$ cat config.mk
export PLATFORM = sky130hd
export DESIGN_NAME = uart_cmd_ctrl
export DESIGN_NICKNAME = d
export VERILOG_FILES = /design/src/rtl/uart_cmd_ctrl.sv
export SDC_FILE = /design/constraint.sdc
export NUM_CORES = 1
export LEC_CHECK = 0
export BUFFER_PORTS_ARGS = -buffer_cell sky130_fd_sc_hd__buf_4
export CAP_MARGIN = 40
export CORE_MARGIN = 3
export CORE_UTILIZATION = 35
export CTS_BUF_LIST = sky130_fd_sc_hd__clkbuf_4
export CTS_CLUSTER_SIZE = 28
export DETAILED_ROUTE_END_ITERATION = 10
export GPL_TIMING_DRIVEN = 0
export SLEW_MARGIN = 20
export SYNTH_ARGS = -nofsm -noshare
export SYNTH_HDL_FRONTEND = slang
export SYNTH_SLANG_ARGS = --single-unit
$ cat constraint.sdc
create_clock -name clk -period 2.3 [get_ports clk]
set_input_delay 0.115 -clock clk [delete_from_list [all_inputs] [get_ports clk]]
set_output_delay 0.115 -clock clk [all_outputs]
set_load 0.1 [all_outputs]
$ cat src/rtl/uart_cmd_ctrl.sv
// ============================================================================
// Module      : uart_cmd_ctrl
// Description : UART command sequencer. Decodes received write/read packets
//               into register-bus strobes and returns read data to the UART
//               transmitter. Optional macro UART_CMD_ADDR_INC_EN enables
//               address auto-increment (burst access); when it is undefined
//               the address is fixed for the whole packet.
// Revision    : 1.0 - initial release
// ============================================================================
`default_nettype none

module uart_cmd_ctrl #(
  parameter int RD_LATENCY = 1
) (
  input  logic       clk,
  input  logic       rst,
  input  logic       rx_data_valid,
  input  logic [7:0] rx_data,
  input  logic       rx_block_timeout,
  output logic       reg_wr_en,
  output logic       reg_rd_en,
  output logic [7:0] reg_addr,
  output logic [7:0] reg_wdata,
  input  logic [7:0] reg_rdata,
  output logic       tx_valid,
  output logic [7:0] tx_data,
  input  logic       tx_ready,
  output logic       busy,
  output logic       abort,
  output logic       overrun
);

  typedef enum logic [2:0] {
    S_IDLE    = 3'd0,
    S_ADDR    = 3'd1,
    S_WDATA   = 3'd2,
    S_RD_REQ  = 3'd3,
    S_RD_WAIT = 3'd4,
    S_TX_WAIT = 3'd5
  } state_t;

  // RD_WAIT is entered in the same cycle reg_rd_en is high, so the counter
  // starts at RD_LATENCY and the capture happens when it reaches zero.
  localparam logic [2:0] c_WAIT_LOAD = 3'(RD_LATENCY);

  state_t     r_state;
  logic       r_rw;
  logic [6:0] r_count;
  logic [7:0] r_addr;
  logic [2:0] r_wait;
  logic [7:0] w_addr_adv;
  logic       w_last;

`ifdef UART_CMD_ADDR_INC_EN
  assign w_addr_adv = r_addr + 8'd1;
`else
  assign w_addr_adv = r_addr;
`endif

  assign w_last = (r_count == 7'd1);

  always_ff @(posedge clk or posedge rst) begin
    if (rst) begin
      r_state   <= S_IDLE;
      r_rw      <= 1'b0;
      r_count   <= 7'd0;
      r_addr    <= 8'd0;
      r_wait    <= 3'd0;
      reg_wr_en <= 1'b0;
      reg_rd_en <= 1'b0;
      reg_addr  <= 8'd0;
      reg_wdata <= 8'd0;
      tx_valid  <= 1'b0;
      tx_data   <= 8'd0;
      busy      <= 1'b0;
      abort     <= 1'b0;
      overrun   <= 1'b0;
    end else begin
      reg_wr_en <= 1'b0;
      reg_rd_en <= 1'b0;
      abort     <= 1'b0;
      overrun   <= 1'b0;

      // Timeout outranks everything outside IDLE, including a same-cycle byte.
      if ((r_state != S_IDLE) && rx_block_timeout) begin
        r_state  <= S_IDLE;
        busy     <= 1'b0;
        abort    <= 1'b1;
        tx_valid <= 1'b0;
      end else begin
        case (r_state)
          S_IDLE: begin
            if (rx_data_valid) begin
              r_rw    <= rx_data[7];
              r_count <= rx_data[6:0];
              if (rx_data[6:0] == 7'd0) begin
                abort <= 1'b1;
              end else begin
                r_state <= S_ADDR;
                busy    <= 1'b1;
              end
            end
          end

          S_ADDR: begin
            if (rx_data_valid) begin
              r_addr  <= rx_data;
              r_state <= r_rw ? S_RD_REQ : S_WDATA;
            end
          end

          S_WDATA: begin
            if (rx_data_valid) begin
              reg_wr_en <= 1'b1;
              reg_addr  <= r_addr;
              reg_wdata <= rx_data;
              r_addr    <= w_addr_adv;
              r_count   <= r_count - 7'd1;
              if (w_last) begin
                r_state <= S_IDLE;
                busy    <= 1'b0;
              end
            end
          end

          S_RD_REQ: begin
            overrun   <= rx_data_valid;
            reg_rd_en <= 1'b1;
            reg_addr  <= r_addr;
            r_wait    <= c_WAIT_LOAD;
            r_state   <= S_RD_WAIT;
          end

          S_RD_WAIT: begin
            overrun <= rx_data_valid;
            if (r_wait == 3'd0) begin
              tx_data  <= reg_rdata;
              tx_valid <= 1'b1;
              r_state  <= S_TX_WAIT;
            end else begin
              r_wait <= r_wait - 3'd1;
            end
          end

          S_TX_WAIT: begin
            overrun <= rx_data_valid;
            if (tx_ready) begin
              tx_valid <= 1'b0;
              r_addr   <= w_addr_adv;
              r_count  <= r_count - 7'd1;
              if (w_last) begin
                r_state <= S_IDLE;
                busy    <= 1'b0;
              end else begin
                r_state <= S_RD_REQ;
              end
            end
          end

          default: begin
            r_state <= S_IDLE;
            busy    <= 1'b0;
          end
        endcase
      end
    end
  end

endmodule

`default_nettype wire

==> reports/results.ini <==
[yosys]
postSynthNetCount = 235
yosysSeqAreaShare_pct = 52.1
yosysWarnings = 0
synth-seq-cells = 52
syn_area_sq_um = 2500
syn_area_per_cell_sq_um = 11.9
ys.flop_type = dfrtp_1
yosysTopAreaCell = dfrtp_1
yosys.area.top_type_share_pct = 52.1
synth_edf_count = 0
ys_types = 46
yosys-top-cells-area = dfrtp_1, mux2_1, mux2_2
synthCells = 210
async_reset_ff_share_pct = 100

[final_layout]
diodes = 0
final_common_cell = dfrtp_1
drive_gt1_share_pct = 31.7
final_cell_mix = dfrtp_1, buf_4, mux2_1, mux2_2, dlygate4sd3_1
fin_nets = 308
n_fill_cell = 642
syn_to_final_growth_pct = 29.1

[timing]
setup_viol = 0
fin_setup_tns_ns = 0
tightest_slew_ns = 0.638
period_minus_slack_ns = 1.91
rsz0062_at_grt = no
relSlewSlack_pct = 57.4
fin_skew_ns = 0.0158
drv_slew = 0
hold_violations = 0
clock.fmax_mhz = 525
fin_crit_sh_pct = 82.9

[run_status]
run_status = completed

[floorplanning]
ios = 51
rows = 30
die_h_microns = 90.5
die_w_microns = 90.5
die_area_sq_um = 8190
core_area_sq_um = 6870
start_util_pct = 36.4

[global_route]
antenna_found_initial = 0
track_usage_pct = 13.9
first_global_vias = 1890
grt_pass1_wl_microns = 9380
grt-ovfl-total = 0
grt_max_degree = 53

[drt]
wl_per_cell_microns = 14.3
drtIter0Drc = 105
dr.pass1.iters = 4
drc = 0
vias = 1865
viasPerCell = 4.91
final_antenna_net_count = 0
drt_wl_total_microns = 5440

[clock_tree]
clock_path_buffers = 2
worstSkewPairLatency_ns = 0.37
clk_pin_slew_ns = 0.17
cts_tree = built
ctsRootBufferMaster = clkbuf_4
cts_num_sinks = 52
htreeDepth = 2
numCtsBuffers = 5
cts_setup_buffers = 0

[critical_path]
critPathRequiredTime_ns = 2.56
worst_setup_path_start_kind = flip-flop
crit_arrival_ns = 2.17
path_class = reg2reg
endpoint_kind = flip-flop
critPathMaxFanout = 8

[worst_hold_path]
hp-class = in2reg

[placement]
post-dp-hpwl_microns = 3880
gp_congestion = 0.808
port_buffers = 49

[flow_run]
cap_violations = 0

routing by layer:
layer  up-vias  track usage [%]  part of all wire [%]
met1       907             17.8                    46
met5         -                0                     0
met3         6             4.17                   5.3
met4         0             3.44                  0.85
met2        48             22.9                    48
li1        904                -                     -
registers in the layout, indices dropped and copies added (netlist names):
signal / cells
reg_rd_en: 1
tx_data: 8
r_wait: 3
abort: 1
tx_valid: 1
r_state: 3
r_rw: 1
reg_wdata: 8
overrun: 1
busy: 1
reg_wr_en: 1
r_count: 7
r_addr: 8
reg_addr: 8
cells in the mapped netlist (3+ instances only):
| master | instances |
|---|---|
| nor3_1 | 9 |
| dfrtp_1 | 52 |
| mux2_2 | 17 |
| buf_2 | 5 |
| nor3b_1 | 3 |
| nor2b_1 | 6 |
| nor2_1 | 8 |
| ha_1 | 4 |
| o21ai_0 | 8 |
| mux2_1 | 19 |
| a21oi_1 | 8 |
| a31oi_1 | 3 |
| nand3_1 | 3 |
| a32o_1 | 3 |
| o2bb2ai_1 | 4 |
| inv_1 | 11 |
| nand2_1 | 6 |
| nand2b_1 | 5 |
per-stage QoR:
step / cell area [sq um] / hold WS [ns] / util, % / worst slack [ns] / std cells
4_1_cts: 3220 / 0.115 / 46.9 / 0.152 / 380
2_1_floorplan: 2500 / 0.247 / - / 0.562 / 210
6_report: 3230 / 0.131 / 47.0 / 0.393 / 380
5_1_grt: 3230 / 0.159 / 47.0 / 0.245 / 380
3_5_place_dp: 2990 / 0.261 / 43.5 / 0.201 / 355
3_3_place_gp: 2990 / 0.336 / 43.5 / 0.168 / 355
cell type report:
cell class / count / area [sq um] / area share, %
flip-flops and latches: 52 / 1300 / 40.3
multi-input cells: 138 / 1110 / 34.5
repair buffers: 66 / 538 / 16.7
well taps: 96 / 120 / 3.72
plain buffers: 9 / 47.5 / 1.47
inverters: 11 / 43.8 / 1.36
clock buffers: 5 / 37.5 / 1.16
clock inverters: 3 / 25.0 / 0.775
worst max-delay path: stages, from the launching register on:
cell	delay, ns
dfrtp_1	0.47
nor3_2	0.52
a21boi_1	0.19
nor4_4	0.26
mux2_1	0.36
final timing paths:
check	startpoint	to	slack (ns)	cells after the start
max	r_count[3]	r_state[1]	0.39	4
max in group asynchronous	rst	r_rw	1.50	3
max reg2reg	r_count[3]	r_state[1]	0.39	4
min	rx_block_timeout	r_state[2]	0.13	4
min reg2reg	r_addr[0]	reg_addr[0]	0.51	1
min in group asynchronous	rst	reg_wdata[7]	0.37	3
timing repair:
| item | CTS | global route |
|---|---|---|
| hold endpoints to repair | 76 | 0 |
| setup endpoints to repair | 0 | 2 |
| hold buffers | 17 | 0 |
| gates resized for setup | 0 | 1 |
kinds of logic (layout without fill, tap and decap cells):
logic type / after synthesis / in the layout / synth area share, %
compound gates: 40 / 40 / 10.9
xor+xnor: 1 / 1 / 0.351
fa+ha+maj: 4 / 4 / 2.00
buf+inv: 20 / 94 / 3.56
flops: 52 / 52 / 52.1
mux: 38 / 38 / 17.0
simple gates: 55 / 55 / 14.1
Power is not shown: default switching activity piles up to over one toggle a cycle in this logic, so the estimate is an artifact.
